`config.mk`:
```
export PLATFORM = sky130hd
export DESIGN_NAME = ahb_copy_master
export DESIGN_NICKNAME = d
export VERILOG_FILES = /design/src/rtl/ahb_copy_master.sv
export SDC_FILE = /design/constraint.sdc
export NUM_CORES = 1
export LEC_CHECK = 0
export BUFFER_PORTS_ARGS = -buffer_cell sky130_fd_sc_hd__buf_4
export CAP_MARGIN = 25
export CORE_ASPECT_RATIO = 1.4
export CORE_UTILIZATION = 53
export CTS_CLUSTER_SIZE = 10
export DETAILED_ROUTE_END_ITERATION = 8
export PLACE_DENSITY = 0.77
export SLEW_MARGIN = 20
export SYNTH_ARGS = -nofsm -noshare
export SYNTH_HDL_FRONTEND = slang
export SYNTH_SLANG_ARGS = --single-unit
```
`constraint.sdc`:
```
create_clock -name hclk -period 2.5 [get_ports hclk]
set_input_delay 0.375 -clock hclk [delete_from_list [all_inputs] [get_ports hclk]]
set_output_delay 0.375 -clock hclk [all_outputs]
set_load 0.02 [all_outputs]
```
`src/rtl/ahb_copy_master.sv`:
```
// AHB master that copies a block of 32-bit words with SINGLE/NONSEQ read-write pairs.
// Arbitrates per job, re-arbitrates on grant loss, and aborts on any non-OKAY response.
module ahb_copy_master #(
  parameter int LEN_W = 16
) (
  input  logic             hclk,
  input  logic             hresetn,
  input  logic             start,
  input  logic [31:0]      src_addr,
  input  logic [31:0]      dst_addr,
  input  logic [LEN_W-1:0] len,
  output logic             busy,
  output logic             done,
  output logic             err,
  output logic             hbusreq,
  output logic             hlock,
  input  logic             hgrant,
  output logic [31:0]      haddr,
  output logic [1:0]       htrans,
  output logic             hwrite,
  output logic [2:0]       hsize,
  output logic [2:0]       hburst,
  output logic [3:0]       hprot,
  output logic [31:0]      hwdata,
  input  logic [31:0]      hrdata,
  input  logic             hready,
  input  logic [1:0]       hresp
);

  typedef enum logic [2:0] {S_IDLE, S_ARB, S_RADDR, S_RDATA, S_WADDR, S_WDATA} state_t;

  state_t           r_state, w_nxt;
  logic [31:0]      r_src, r_dst, r_buf;
  logic [LEN_W-1:0] r_cnt;
  logic             r_pend_wr, r_done, r_err;

  logic w_fault, w_dphase;
  assign w_fault  = (hresp != 2'b00);
  assign w_dphase = (r_state == S_RDATA) || (r_state == S_WDATA);

  always_ff @(posedge hclk or negedge hresetn) begin
    if (!hresetn) r_state <= S_IDLE;
    else          r_state <= w_nxt;
  end

  always_comb begin
    w_nxt = r_state;
    case (r_state)
      S_IDLE:  if (start && (len != '0)) w_nxt = S_ARB;
      S_ARB:   if (hgrant && hready) w_nxt = r_pend_wr ? S_WADDR : S_RADDR;
      S_RADDR: if (hready) w_nxt = S_RDATA;
      S_RDATA: begin
        if (hready) begin
          if (w_fault)     w_nxt = S_IDLE;
          else if (hgrant) w_nxt = S_WADDR;
          else             w_nxt = S_ARB;
        end
      end
      S_WADDR: if (hready) w_nxt = S_WDATA;
      S_WDATA: begin
        if (hready) begin
          if (w_fault || (r_cnt == LEN_W'(1))) w_nxt = S_IDLE;
          else if (hgrant)                     w_nxt = S_RADDR;
          else                                 w_nxt = S_ARB;
        end
      end
      default: w_nxt = S_IDLE;
    endcase
  end

  // Job registers; pend_wr tracks which half of the word pair is still owed after ARB.
  always_ff @(posedge hclk or negedge hresetn) begin
    if (!hresetn) begin
      r_src     <= '0;
      r_dst     <= '0;
      r_buf     <= '0;
      r_cnt     <= '0;
      r_pend_wr <= 1'b0;
      r_done    <= 1'b0;
      r_err     <= 1'b0;
    end else begin
      r_done <= 1'b0;
      case (r_state)
        S_IDLE: begin
          if (start) begin
            r_err <= 1'b0;
            if (len != '0) begin
              r_src     <= {src_addr[31:2], 2'b00};
              r_dst     <= {dst_addr[31:2], 2'b00};
              r_cnt     <= len;
              r_pend_wr <= 1'b0;
            end else begin
              r_done <= 1'b1;
            end
          end
        end
        S_RDATA: begin
          if (hready && w_fault) begin
            r_err  <= 1'b1;
            r_done <= 1'b1;
          end else if (hready) begin
            r_buf     <= hrdata;
            r_src     <= r_src + 32'd4;
            r_pend_wr <= 1'b1;
          end
        end
        S_WDATA: begin
          if (hready && w_fault) begin
            r_err  <= 1'b1;
            r_done <= 1'b1;
          end else if (hready) begin
            r_dst     <= r_dst + 32'd4;
            r_cnt     <= r_cnt - 1'b1;
            r_pend_wr <= 1'b0;
            if (r_cnt == LEN_W'(1)) r_done <= 1'b1;
          end
        end
        default: ;
      endcase
    end
  end

  always_comb begin
    busy    = (r_state != S_IDLE);
    done    = r_done;
    err     = r_err;
    // Release the bus as soon as an error response is seen.
    hbusreq = busy && !(w_dphase && w_fault);
    hlock   = 1'b0;
    htrans  = 2'b00;
    haddr   = '0;
    hwrite  = 1'b0;
    if (r_state == S_RADDR) begin
      htrans = 2'b10;
      haddr  = r_src;
    end else if (r_state == S_WADDR) begin
      htrans = 2'b10;
      haddr  = r_dst;
      hwrite = 1'b1;
    end
    hwdata = r_buf;
    hsize  = 3'b010;
    hburst = 3'b000;
    hprot  = 4'b0011;
  end

endmodule

```
# ---- After elaboration in Yosys (flattened, before gate mapping)
# Cells that the tools add are included.
# W data, S select, Z words.
dict set report totals {
  reg_bits 118
}
dict set report classes {
  addsub 3
  eq_ne 17
  n_mux 50
  bitwise_logic 1
  n_reduce_logical 23
}
# operator n
set ops {}
lappend ops {{$mux W32} 10}
lappend ops {{$pmux W32 S2} 2}
lappend ops {{$add A32 B3 Y32 const B} 2}
lappend ops {{$mux W16} 4}
lappend ops {{$pmux W16 S2} 1}
lappend ops {{$mux W3} 9}
lappend ops {{$ne A2 B2 Y1 const B} 10}
lappend ops {{$pmux W3 S6} 1}
lappend ops {{$eq A16 B1 Y1 const B} 1}
lappend ops {{$mux W1} 16}
lappend ops {{$reduce_bool A16 Y1} 1}
lappend ops {{$sub A16 B1 Y16 const B} 1}
lappend ops {{$reduce_and A5 Y1} 2}
lappend ops {{$mux W2} 4}
lappend ops {{$reduce_bool A2 Y1} 4}
lappend ops {{$reduce_and A7 Y1} 1}
lappend ops {{$eq A3 B2 Y1 const B} 2}
lappend ops {{$eq A3 B3 Y1 const B} 2}
lappend ops {{$pmux W1 S3} 2}
lappend ops {{$reduce_and A3 Y1} 2}
lappend ops {{$reduce_and A6 Y1} 1}
lappend ops {{$reduce_bool A3 Y1} 2}
lappend ops {{$logic_and A1 B1 Y1} 5}
lappend ops {{$eq A3 B1 Y1 const B} 1}
lappend ops {{other kinds (7)} 8}

# ---- Depth between registers and ports, before layout
dict set report depth {
  ltp_word 5
  depth_mapped 8
  depth_no_buf 7
}

# ---- Least setup slack after synthesis
# OpenSTA, ideal clock, no wires.
dict set report synth_timing {
  kind {register -> output}
  start {reg r_state[1]}
  end {out haddr[22]}
  arrival_ps 1660
  required_time_ps 2125
  path_slack_ps 465
  stages_incl_launch_ff 5
  path_cell_list {dfrtp_1 > buf_2 > nor3b_1 > clkbuf_1 > a22o_1}
}
dict set report synth_via {
  elab_chain_cells 3
}
# element line_no
set synth_rtl {}
lappend synth_rtl {{start, declared} 32} ;# state_t r_state, w_nxt;
lappend synth_rtl {{start signal, assigned} 43} ;# else r_state <= w_nxt;
lappend synth_rtl {{$eq A3 B3 Y1} 136} ;# end else if (r_state == S_WADDR) begin
lappend synth_rtl {{$mux W32} 136}
lappend synth_rtl {{$mux W32 *} 133} ;# if (r_state == S_RADDR) begin
lappend synth_rtl {{end, declared} 18} ;# output logic [31:0] haddr,
# Mark *: on every way between the ends. The rest lies on a longest branch, timed or not.

# ---- Worst setup path after layout
dict set report layout_timing {
  start {reg r_state[0]}
  end {out haddr[12]}
}
# The elaborated chain is that of the path after synthesis.

==> results by group <==
Critical path
  • Crit path max fanout: 32
  • Critical path buffers and inverters: 3
  • Arrival @ worst endpoint: 1970 ps
  • WS Path Type: register to output pin
  • Max stage delay on crit path: 450 ps
  • Sort of element at the start of the critical path: register
  • Nature of the critical path endpoint: output pin
  • Cell seen most often among critical-path stages: sky130_fd_sc_hd__buf_4
  • Cell type of the slowest stage on the worst timing path: sky130_fd_sc_hd__dfrtp_1
  • Sequence of cells on the critical path: buf_4 -> nor3b_2 -> buf_4 -> a22o_1 -> buf_4
  • Family with the most delay on the worst path: buffers and inverters
  • Worst EP required: 2120 ps

Floorplanning
  • Area enclosed by the die boundary: 13,580 µm²
  • Core Rows: 49
  • Die extent in y: 137.5 µm
  • Die X: 98.79 µm
  • Starting Density: 54.24%
  • Count of pins on the block boundary: 201
  • Core region area: 12,810 µm²

Timing
  • Final period demand of the worst path: 2349 ps
  • Highest clock rate: 425.8 MHz
  • Setup-violating endpoint count in the final report: 0
  • Total Neg Setup Slack: 0 ps
  • Final Hold Violating Endpoints: 0
  • Slew at the pin with the worst max-slew slack: 835.9 ps
  • Normalized max-slew margin: 44.27%
  • Unrepaired setup endpoints after global routing: false
  • Number of max-slew violations in the final report: 0
  • Ratio of final minimum period to clock period: 93.94%
  • Final clock skew: 9.042 ps

GRT
  • First-pass GRT wire length: 33,000 µm
  • Antenna violations before repair: 0
  • GR Layer Usage met3: 6.190%
  • Most used routing layer: met2
  • Gr ovfl total: 0
  • Met2 Use GR: 50.78%
  • Maximum number of pins on one net before global-route repair: 60
  • Global-route usage over all layers: 30.96%
  • Global routing met1 resource utilization: 39.11%
  • Via count of the first global-routing pass: 6,656

CTS
  • Clock tree from TritonCTS: done
  • Maximum root-to-sink buffer count: 2
  • Count of clock tree sinks: 114
  • CTS H-tree depth: 4
  • Number of buffers inserted by post-CTS setup repair: 0
  • Number of buffers inserted during clock tree synthesis: 17
  • Worst-Skew Late Latency: 410 ps
  • CTS clock-pin slew for the worst setup and hold paths: 60 ps
  • CTS Root Buffer Type: sky130_fd_sc_hd__clkbuf_16

Route
  • Average wire per standard cell: 18.52 µm
  • DR vias/cell: 6.318
  • Via total after detailed routing: 7,013
  • Antenna-violating nets left: 0
  • DR DRC count: 0
  • Router iterations before antenna repair: 5
  • Drt initial violations: 482
  • Total detailed-routing wirelength: 20,560 µm

Synthesis
  • Summed instance area of the synthesized netlist: 6950 µm²
  • Number of warnings issued by yosys: 0
  • Portion of the post-synthesis area used by sequential elements: 41.04%
  • Dominant synthesized flop cell: sky130_fd_sc_hd__dfrtp_1
  • Count of unique library cells instantiated by Yosys: 63
  • EDFF count, synth: 0
  • Count of state elements after synthesis: 114
  • Post-synthesis instance total: 775
  • Per-instance average area after synthesis: 8.968 µm²
  • Async set or reset register ratio after synthesis: 100.0%

Pwr
  • Clock network fraction of total power: 21.5%
  • Power Density: 1217 nW/µm²
  • Static power due to leakage: 3.985 nW
  • Seq pwr share: 34.3%
  • Total net switching power: 4.700 mW
  • Fraction of power spent switching nets: 42.50%
  • Max rail drop VDD: 0.0006989 V
  • Part of the total power dissipated in combinational logic: 44.2%
  • Cell Int Power: 6.358 mW

Placed design
  • Number of placed instances with taps included: 1,077
  • HPWL after detailed placement: 14,860 µm
  • Routability cong.: 0.9002
  • Number of buffers inserted by port buffering: 182

Run status
  • Status: finished, final reports clean

Finish
  • Layout cell share with drive strength beyond 1: 31.45%
  • Antenna Diode Count: 0
  • Area grow syn2layout: 30.75%
  • Count of fill cells added during filler insertion: 1,013
  • FF/Latch Area: 2854 µm²
  • Final Instance Count excl. Fillers: 1,110
  • Layout Nets: 1,067
  • Multi-input combinational cell area: 3695 µm²

Job
  • Maximum capacitance violations: 0

Min path
  • Hold WC Path Type: input port to register
worst reg2reg max path, cell delays in order, from the launching register on:
cell,delay [ps]
sky130_fd_sc_hd__dfrtp_1,520
sky130_fd_sc_hd__nor3_2,310
sky130_fd_sc_hd__nand2_1,220
sky130_fd_sc_hd__o32ai_4,490
sky130_fd_sc_hd__buf_12,280
sky130_fd_sc_hd__o2bb2a_1,250
final timing paths:
| check | startpoint | to | slack (ps) | cells past startpoint |
|---|---|---|---|---|
| max | r_state[0]$_DFFE_PN0P_ | haddr[12] | 150 | 5 |
| min reg2reg | hwdata[4]$_DFFE_PN0P_ | hwdata[4]$_DFFE_PN0P_ | 510 | 1 |
| min | hrdata[3] | hwdata[3]$_DFFE_PN0P_ | 200 | 2 |
| max in group asynchronous | hresetn | hwdata[14]$_DFFE_PN0P_ | 1350 | 3 |
| max reg2reg | r_state[1]$_DFFE_PN0P_ | r_dst[25]$_DFFE_PN0P_ | 300 | 5 |
| min in group asynchronous | hresetn | r_cnt[7]$_DFFE_PN0P_ | 490 | 2 |
registers in the layout (all words and copies together), names as in the netlist:
register and count:
r_src 30, err 1, hwdata 32, r_state 3, done 1, r_pend_wr 1
r_dst 30, r_cnt 16
metal layers:
layer	part of all wire [%]	vias up
li1	-	3242
met1	40	3365
met2	49	355
met3	7.5	51
met4	3.4	0
met5	0	-
layout by cell type, fill, tap and decap left out, drive strengths merged, types with 3 or more instances in the layout:
master / netlist / routed
o21ai: 60 / 60
nor2: 50 / 50
clkinv: 0 / 4
clkbuf: 26 / 18
or2: 6 / 6
nor4: 9 / 9
a22oi: 7 / 7
a22o: 33 / 33
o22ai: 28 / 28
nand4: 22 / 22
a41oi: 4 / 4
nand3: 40 / 40
nor3b: 6 / 6
inv: 15 / 23
or4: 3 / 3
nand2: 55 / 55
a21oi: 87 / 87
o22a: 10 / 10
o2bb2a: 10 / 10
a31oi: 12 / 12
mux2: 32 / 32
mux2i: 3 / 3
a2bb2oi: 13 / 13
o32ai: 5 / 5
buf: 53 / 216
ha: 4 / 4
and4: 7 / 7
nand2b: 4 / 4
nor3: 13 / 13
and2: 7 / 7
o2bb2ai: 6 / 6
and3: 6 / 6
dfrtp: 114 / 114
conb: 2 / 14
cells in the mapped netlist (21+ instances only):
master                     number  area (µm²)
sky130_fd_sc_hd__o21ai_0       46       230.2
sky130_fd_sc_hd__nand2_1       55       206.5
sky130_fd_sc_hd__clkbuf_1      26       97.59
sky130_fd_sc_hd__mux2_2        32       360.4
sky130_fd_sc_hd__dfrtp_1      114        2853
sky130_fd_sc_hd__o22ai_1       28       175.2
sky130_fd_sc_hd__a22o_1        33       289.0
sky130_fd_sc_hd__buf_2         32       160.2
sky130_fd_sc_hd__a21oi_1       87       435.4
sky130_fd_sc_hd__nor2_1        49       183.9
sky130_fd_sc_hd__nand3_1       39       195.2
sky130_fd_sc_hd__nand4_1       21       131.4
power by group through the flow:
stage / Clock, mW / Sequential [mW] / Combinational (mW)
final: 2.38 / 3.80 / 4.88
after global routing: 2.50 / 3.91 / 5.30
after CTS: 2.41 / 3.76 / 4.87
after detailed placement: 0 / 3.78 / 4.85
after global placement: 0 / 3.71 / 4.69
after floorplan: 0 / 3.69 / 3.06
metrics by stage:
stage                     hold slack (ps)  power (mW)  util, %  setup WS [ps]  instance area [µm²]
final                               195.9       11.06    70.92          151.5                 9087
after global routing                179.1       11.71    70.92          36.23                 9087
after CTS                           182.3       11.03    70.88          92.62                 9082
after detailed placement            384.5       8.627    66.27          291.3                 8492
after global placement              381.7       8.405    66.27          304.3                 8492
after floorplan                     79.41       6.750        -          464.9                 6995
cell type report:
type,instances,share of cell area (%)
inverter,15,0.6196
clock buffer,18,4.833
timing repair buffer,217,18.82
sequential,114,31.41
clock inverter,14,1.556
multi-input combinational,579,40.66
tap,153,2.107
what timing repair did:
item	4_1_cts	5_1_grt
hold endpoints to repair	34	0
resized for setup	0	2
hold buffers	1	0
setup endpoints to repair	0	4
logic make-up after synthesis:
kind of cell             after synthesis  synth area share (%)
buffers and inverters                 94                 6.840
adder cells (fa/ha/maj)                4                0.7201
flip-flops                           114                 41.04
other                                  2                0.1081
multiplexers                          35                 5.617
AO/OA/AOI/OAI                        290                 27.27
AND/OR/NAND/NOR                      236                 18.40
Note: power is estimated with default switching activity, not from simulation.
